### config.mk
export PLATFORM = sky130hd
export DESIGN_NAME = riscv_pipe_skid_register
export DESIGN_NICKNAME = d
export VERILOG_FILES = /design/src/rtl/riscv_pipe_skid_register.sv
export SDC_FILE = /design/constraint.sdc
export NUM_CORES = 1
export LEC_CHECK = 0
export CAP_MARGIN = 20
export CORE_MARGIN = 10
export CORE_UTILIZATION = 40
export CTS_CLUSTER_SIZE = 16
export DETAILED_ROUTE_END_ITERATION = 16
export GPL_TIMING_DRIVEN = 1
export PLACE_DENSITY = 0.75
export SYNTH_ARGS = -nofsm -noshare
export SYNTH_HDL_FRONTEND = slang
export SYNTH_SLANG_ARGS = --single-unit
export TNS_END_PERCENT = 10
### constraint.sdc
create_clock -name i_clk -period 1.73 [get_ports i_clk]
set_clock_uncertainty 0.05 [all_clocks]
set_input_delay 0.346 -clock i_clk [delete_from_list [all_inputs] [get_ports i_clk]]
set_output_delay 0.346 -clock i_clk [all_outputs]
set_load 0.02 [all_outputs]
### src/rtl/riscv_pipe_skid_register.sv
// -----------------------------------------------------------------------------
// riscv_pipe_skid_register
//
// Generic valid/ready pipeline-stage register for the pipelined RV32I core.
// It has a main register that drives o_data/o_valid and a one-entry skid
// register. Together they hold two entries, so the stage sustains one transfer
// per cycle. o_ready comes straight from a flop, which cuts every combinational
// path from i_valid/i_ready to o_ready. The stage can sit between any two
// pipeline stages (F/D, D/E, E/M, M/W).
//
// Parameters
//   DWIDTH     payload width in bits
//   RESET_VAL  o_data (and skid) contents after reset
//   FLUSH_VAL  o_data (and skid) contents after a flush, e.g. a NOP for F/D
//
// Ports
//   i_clk        in   1       clock, rising edge
//   i_rstn       in   1       asynchronous active-low reset
//   i_valid      in   1       upstream payload valid
//   o_ready      out  1       stage can accept (registered)
//   i_data       in   DWIDTH  upstream payload
//   o_valid      out  1       downstream payload valid (registered)
//   i_ready      in   1       downstream accepts
//   o_data       out  DWIDTH  downstream payload (registered)
//   i_flush      in   1       synchronous kill of every held entry
//   o_stall_cnt  out  32      stall-cycle counter      (RISCV_PIPE_STAT_EN only)
//   o_flush_cnt  out  32      effective-flush counter  (RISCV_PIPE_STAT_EN only)
//
// Build option
//   RISCV_PIPE_STAT_EN : when defined, adds the two saturating statistics
//                        counters and their ports. The datapath is the same
//                        whether or not it is defined.
// -----------------------------------------------------------------------------
module riscv_pipe_skid_register #(
  parameter int                DWIDTH    = 96,
  parameter logic [DWIDTH-1:0] RESET_VAL = '0,
  parameter logic [DWIDTH-1:0] FLUSH_VAL = '0
) (
  input  logic              i_clk,
  input  logic              i_rstn,
  input  logic              i_valid,
  output logic              o_ready,
  input  logic [DWIDTH-1:0] i_data,
  output logic              o_valid,
  input  logic              i_ready,
  output logic [DWIDTH-1:0] o_data,
  input  logic              i_flush
`ifdef RISCV_PIPE_STAT_EN
  ,
  output logic [31:0]       o_stall_cnt,
  output logic [31:0]       o_flush_cnt
`endif
);

  // EMPTY: nothing held. FULL: main holds an entry. SKID: main and skid both
  // hold an entry, and skid holds the younger one.
  typedef enum logic [1:0] {
    ST_EMPTY = 2'd0,
    ST_FULL  = 2'd1,
    ST_SKID  = 2'd2
  } state_t;

  state_t              state_reg, state_next;
  logic [DWIDTH-1:0]   main_reg,  main_next;
  logic [DWIDTH-1:0]   skid_reg,  skid_next;
  logic                valid_reg, valid_next;
  logic                ready_reg, ready_next;

  logic                in_fire;
  logic                out_fire;

  // Both handshakes use only registered stage outputs, so nothing combinational
  // feeds back into o_ready or o_valid.
  assign in_fire  = i_valid & ready_reg;
  assign out_fire = valid_reg & i_ready;

  assign o_valid  = valid_reg;
  assign o_ready  = ready_reg;
  assign o_data   = main_reg;

  // ---------------------------------------------------------------------------
  // Next-state / datapath
  // ---------------------------------------------------------------------------
  always_comb begin
    state_next = state_reg;
    main_next  = main_reg;
    skid_next  = skid_reg;

    if (i_flush) begin
      // A flush overrides everything. An input accepted in this cycle is
      // dropped. An output taken in this cycle has already been consumed
      // downstream, so discarding the main entry loses nothing.
      state_next = ST_EMPTY;
      main_next  = FLUSH_VAL;
      skid_next  = FLUSH_VAL;
    end else begin
      unique case (state_reg)
        ST_EMPTY: begin
          if (in_fire) begin
            main_next  = i_data;
            state_next = ST_FULL;
          end
        end

        ST_FULL: begin
          unique case ({in_fire, out_fire})
            2'b11: begin
              // Pass-through: the new entry replaces the one leaving.
              main_next = i_data;
            end
            2'b10: begin
              // Downstream is stalled. Park the new entry in skid and leave
              // main (and so o_data) untouched.
              skid_next  = i_data;
              state_next = ST_SKID;
            end
            2'b01: begin
              // Main drains. o_data keeps its stale value; o_valid drops.
              state_next = ST_EMPTY;
            end
            default: begin
              state_next = ST_FULL;
            end
          endcase
        end

        ST_SKID: begin
          // o_ready is low here, so no input can arrive.
          if (out_fire) begin
            main_next  = skid_reg;
            state_next = ST_FULL;
          end
        end

        default: begin
          state_next = ST_EMPTY;
        end
      endcase
    end
  end

  // Compute the handshake flags from the next state so that both are plain
  // flop outputs.
  always_comb begin
    valid_next = (state_next != ST_EMPTY);
    ready_next = (state_next != ST_SKID);
  end

  // ---------------------------------------------------------------------------
  // State registers
  // ---------------------------------------------------------------------------
  always_ff @(posedge i_clk or negedge i_rstn) begin
    if (!i_rstn) begin
      state_reg <= ST_EMPTY;
      main_reg  <= RESET_VAL;
      skid_reg  <= RESET_VAL;
      valid_reg <= 1'b0;
      ready_reg <= 1'b1;
    end else begin
      state_reg <= state_next;
      main_reg  <= main_next;
      skid_reg  <= skid_next;
      valid_reg <= valid_next;
      ready_reg <= ready_next;
    end
  end

`ifdef RISCV_PIPE_STAT_EN
  // ---------------------------------------------------------------------------
  // Statistics: saturating counters. A flush does not clear them; only reset
  // does.
  // ---------------------------------------------------------------------------
  logic [31:0] stall_cnt_reg, stall_cnt_next;
  logic [31:0] flush_cnt_reg, flush_cnt_next;
  logic        stall_evt;
  logic        flush_evt;

  assign stall_evt = valid_reg & ~i_ready;
  // A flush counts only when it actually kills something.
  assign flush_evt = i_flush & (state_reg != ST_EMPTY);

  always_comb begin
    stall_cnt_next = stall_cnt_reg;
    flush_cnt_next = flush_cnt_reg;
    if (stall_evt && (stall_cnt_reg != 32'hFFFF_FFFF)) begin
      stall_cnt_next = stall_cnt_reg + 32'd1;
    end
    if (flush_evt && (flush_cnt_reg != 32'hFFFF_FFFF)) begin
      flush_cnt_next = flush_cnt_reg + 32'd1;
    end
  end

  always_ff @(posedge i_clk or negedge i_rstn) begin
    if (!i_rstn) begin
      stall_cnt_reg <= 32'd0;
      flush_cnt_reg <= 32'd0;
    end else begin
      stall_cnt_reg <= stall_cnt_next;
      flush_cnt_reg <= flush_cnt_next;
    end
  end

  assign o_stall_cnt = stall_cnt_reg;
  assign o_flush_cnt = flush_cnt_reg;
`endif

endmodule

# ---- Word-level counts from Yosys, hierarchy flattened
# Cells that the tools add are included.
dict set report word_totals {
  reg_bits 196
  input_bits 101
  output_inout_bits 98
  word_cells 36
}
dict set report classes {
  eq_ne 9
  muxes 13
  n_bitwise 2
  reduce_logical 7
}
# op count
set ops {}
lappend ops {{$mux W96} 7}
lappend ops {{$pmux W96 S3} 1}
lappend ops {{$pmux W2 S3} 2}
lappend ops {{$eq A2 B2 Y1 const B} 3}
lappend ops {{$mux W2} 3}
lappend ops {{$ne A3 B3 Y1 const B} 2}
lappend ops {{$reduce_bool A2 Y1} 3}
lappend ops {{$eq A2 B1 Y1 const B} 2}
lappend ops {{$reduce_and A4 Y1} 1}
lappend ops {{$reduce_bool A4 Y1} 1}
lappend ops {{$ne A3 B2 Y1 const B} 1}
lappend ops {{$and A1 B1 Y1} 2}
lappend ops {{$logic_not A2 Y1} 1}
lappend ops {{$ne A2 B2 Y1 const B} 1}
lappend ops {{$reduce_and A2 Y1} 1}

# ---- Longest topological paths before layout
dict set report depth {
  ltp_word 6
  ltp_mapped 8
  mapped_depth_nobuf 3
}

# ---- Worst setup path before layout
# No wires, ideal clock.
dict set report synth_timing {
  path_kind {register to register}
  start {register ready_reg (netlist: o_ready)}
  end {register main_reg[23] (netlist: o_data[23])}
  setup_time_ps 150
  t_arrival_ps 1784
  required_time_ps 1530
  path_slack_ps -254
  stages_incl_launch_ff 9
  path_buffers 5
  synth_period_minus_slack_ps 1984
  cell_sequence {dfstp_2 nor4bb_1 buf_2 buf_2 a211o_1 buf_2 buf_6 buf_6 a211oi_2}
}
dict set report synth_between {
  elab_chain_cells 4
  elab_cells_between_ends 5
  cone_classes {3 x eq/ne; 1 x bitwise; 1 x reduce/logical}
}
# element line
set synth_lines {}
lappend synth_lines {{from (decl)} 67} ;# logic ready_reg, ready_next;
lappend synth_lines {{from (signal assigned)} 164} ;# ready_reg <= ready_next;
lappend synth_lines {{$and A1 B1 Y1 (*)} 74} ;# assign in_fire = i_valid & ready_reg;
lappend synth_lines {{$eq A2 B2 Y1} 106} ;# unique case ({in_fire, out_fire})
lappend synth_lines {{$ne A3 B2 Y1 (no line)} --}
lappend synth_lines {{$reduce_and A4 Y1 (no line) (*)} --}
lappend synth_lines {{to (signal assigned)} 161} ;# main_reg <= main_next;
lappend synth_lines {{to (decl)} 64} ;# logic [DWIDTH-1:0] main_reg, main_next;
# Mark *: on every way between the ends. The rest lies on a longest branch, timed or not.
# A chain may end at the register's enable or synchronous reset.

# ---- Final worst setup path
dict set report layout_timing {
  start {register valid_reg (netlist: o_valid)}
  end {register main_reg[68] (netlist: o_data[68])}
}
dict set report layout_between {
  elab_chain_cells 4
  elab_cells_between_ends 5
  cone_classes {3 x eq/ne; 1 x bitwise; 1 x reduce/logical}
}
# element line
set layout_lines {}
lappend layout_lines {{from (decl)} 66} ;# logic valid_reg, valid_next;
lappend layout_lines {{from (signal assigned)} 163} ;# valid_reg <= valid_next;
lappend layout_lines {{$and A1 B1 Y1 (*)} 75} ;# assign out_fire = valid_reg & i_ready;
lappend layout_lines {{$eq A2 B2 Y1} 106}
lappend layout_lines {{$ne A3 B2 Y1 (no line)} --}
lappend layout_lines {{$reduce_and A4 Y1 (no line) (*)} --}
# Marked as above.

==> flow_metrics.env <==
export IMPL_wl_um=31200
export IMPL_grt_max_degree=97
export IMPL_status="finished, violations left"
export IMPL_reg2reg_slack_ns=-0.04
export IMPL_multi_input_area_um2=4580
export IMPL_slowest_stage="a2111oi_0"
export IMPL_grt_antenna_before_repair=1
export IMPL_hp_start="i_flush"
export IMPL_whs_ns=0.237
export IMPL_port_buffers=198
export IMPL_grt_pass1_vias=8758
export IMPL_finalMaxSlewViolations=0
export IMPL_synth_compound_area_frac=0.286
export IMPL_drc=0
export IMPL_slew_headroom=0.654
export IMPL_dieArea_um2=31100
export IMPL_synth_top_family_by_area="compound AO/OA/AOI/OAI gates"
export IMPL_clkSinkCount=196
export IMPL_clkLatencyLatePin_ns=0.43
export IMPL_synth_fp_nets=1025
export IMPL_setup_violations_final=3
export IMPL_placed_area_um2=12500
export IMPL_synthMuxAreaShare=0.0983
export IMPL_gp_congestion=0.789
export IMPL_seq_area_um2=4910
export IMPL_cts_htree_levels=4
export IMPL_postSynthCellCount=924
export IMPL_cts_buffers=17
export IMPL_coreArea_um2=24200
export IMPL_peakVddDrop_uv=545
export IMPL_power_density_nw_per_um2=968
export IMPL_leakagePower_nw=5.32
export IMPL_initial_core_util=0.404
export IMPL_synthAdderAreaFrac=0
export IMPL_layout_min_cycle_time_ns=1.77
export IMPL_ys_warn_count=0
export IMPL_fin_nets=1175
export IMPL_path_buf_inv=1
export IMPL_yosys_area_top_type="dfrtp_1"
export IMPL_cp_slowest_stage_delay_ns=0.53
export IMPL_endpoint_kind="register"
export IMPL_drt_iter0_markers=673
export IMPL_fillers=2093
export IMPL_rsz0062_at_grt="yes"
export IMPL_pin_count=199
export IMPL_hold_class="input port to register"
export IMPL_synthSimpleGateAreaFrac=0.0568
export IMPL_grt_usage=0.193
export IMPL_power_mw=12.9
export IMPL_seq_area_frac_synth=0.502
export IMPL_cp_start_kind="register"
export IMPL_syn_to_final_growth_pct=36.1
export IMPL_synthTopCellsByArea="dfrtp_1 (50%), mux2i_1 (9.8%), a2111oi_0 (8.6%), a21oi_1 (5.2%), a211oi_2 (5.1%)"
export IMPL_stdcell_area_um2=13300
export IMPL_crit_type="register to register"
export IMPL_reg2reg_from="o_valid$_DFF_PN0_"
export IMPL_path_max_fanout=51
export IMPL_critical_path_top_delay_family="compound AO/OA/AOI/OAI gates"
export IMPL_most_common_layout_cells="dfrtp_1 (193), a21oi_1 (101), clkdlybuf4s50_1 (98)"
export IMPL_tightest_slew_ns=0.517
export IMPL_synth_seq_cells=196
export IMPL_cap_violations=0
export IMPL_setup_ws_ns=-0.0382
export IMPL_dp_hpwl_um=19800
export IMPL_arrival_ns=2.01
export IMPL_synth_cell_types=27
export IMPL_synth_cell_area_um2=9770
export IMPL_grt_overflow_total=0
export IMPL_synth_xor_area_frac=0
export IMPL_die_x_um=176
export IMPL_clock_fmax_mhz=566
export IMPL_cts_buffer_depth=2
export IMPL_worst_ep_required_time_ns=1.97
export IMPL_layout_commonest_cell="dfrtp_1"
export IMPL_whs_endpoint="skid_reg[80]$_DFFE_PN0P_"
export IMPL_postLayoutCoreUtil=0.550
export IMPL_drive_gt1_frac=0.162
export IMPL_finalCritPeriodShare=1.02
export IMPL_synth_avg_cell_area_um2=10.6
export IMPL_critical_path_cell_chain="and4_4 -> buf_12 -> a2111oi_0 -> a211oi_1"
export IMPL_r2r_cells=4
export IMPL_finalHoldViolations=0
export IMPL_die_h_um=176
export IMPL_tns_ns=-0.0450
export IMPL_cts_tree="yes"
export IMPL_wl_per_cell_um=22.1
export IMPL_r2r_end="o_data[68]$_DFFE_PN0P_"
export IMPL_dr_pass1_iters=6
export IMPL_num_rows=57
export IMPL_netlist_area_leader_share=0.499
export IMPL_ant_nets=0
export IMPL_root_buffer="clkbuf_16"
export IMPL_vias=8600
export IMPL_violations="negative setup slack"
export IMPL_holdPathStages=2
export IMPL_grt_pass1_wl_um=48900
export IMPL_clkTransAtPathRegs_ns=0.08
export IMPL_vias_per_cell=6.09
[worst reg2reg max path, cell delays in order, from the launching register on]
cell       delay, ns
dfrtp_2         0.47
and4_4          0.23
buf_12          0.19
a2111oi_0       0.58
a211oi_1        0.11
[layout make-up]
class / count / area share
clock inverter: 15 / 0.0141
antenna: 2 / 0.000376
clock buffer: 17 / 0.0320
timing repair buffer: 260 / 0.209
sequential: 196 / 0.369
inverter: 1 / 0.000282
multi-input combinational: 598 / 0.344
tap: 324 / 0.0305
[worst max-delay path by stage]
stage | startpoint | cells past startpoint | to
global route | o_ready$_DFF_PN1_ | 5 | o_data[81]$_DFFE_PN0P_
detailed placement | i_valid | 5 | o_data[82]$_DFFE_PN0P_
finish | o_valid$_DFF_PN0_ | 4 | o_data[68]$_DFFE_PN0P_
CTS | o_ready$_DFF_PN1_ | 4 | o_data[82]$_DFFE_PN0P_
global placement | i_valid | 5 | o_data[89]$_DFFE_PN0P_
floorplan | o_ready$_DFF_PN1_ | 8 | o_data[23]$_DFFE_PN0P_
[where the power goes]
group | internal [mW] | switching (mW) | leakage, nW
Sequential | 4.98 | 0.269 | 2.63
Combinational | 1.44 | 2.03 | 2.39
Clock | 2.21 | 1.96 | 0.298
Total | 8.63 | 4.25 | 5.32
[synthesized netlist by cell type]
cell,n
inv_2,1
a21oi_1,101
nand2_1,3
and3b_1,1
and4b_1,1
buf_6,6
buf_2,19
clkbuf_1,100
buf_1,4
nor4bb_1,1
nand2b_1,1
nor2b_1,1
nand3b_1,1
a21o_1,2
o21ai_0,97
a21bo_2,1
a211o_1,1
and4_1,1
a211oi_2,40
a2111oi_0,96
a21boi_0,1
nand3_1,96
mux2i_1,96
and2_1,1
dfrtp_1,195
a211oi_1,56
dfstp_2,1
[cells by family after synthesis]
family	Yosys count
AOI/OAI and AO/OA	395
and+or+nand+nor	107
DFF	196
muxes	96
buffers and inverters	130
[repair_timing]
item	CTS	global route
pin swaps	4	6
setup buffers	0	1
gates resized for setup	108	80
endpoints found under the hold margin	39	0
gates cloned	0	1
endpoints found under the setup margin	147	102
hold buffers	1	0
[through the flow]
| step | std cells | worst slack [ns] |
|---|---|---|
| after floorplan | 924 | -0.142 |
| after global placement | 1376 | -0.402 |
| after detailed placement | 1376 | -0.525 |
| after CTS | 1409 | -0.0481 |
| after global routing | 1412 | -0.0566 |
| final | 1413 | -0.0382 |
[metal layers]
layer	track usage	wire length, µm
met5	0	0
met4	0.0841	1000
met3	0.0427	1860
met2	0.313	15500
met1	0.244	12800
Note: power is estimated with default switching activity, not from simulation.
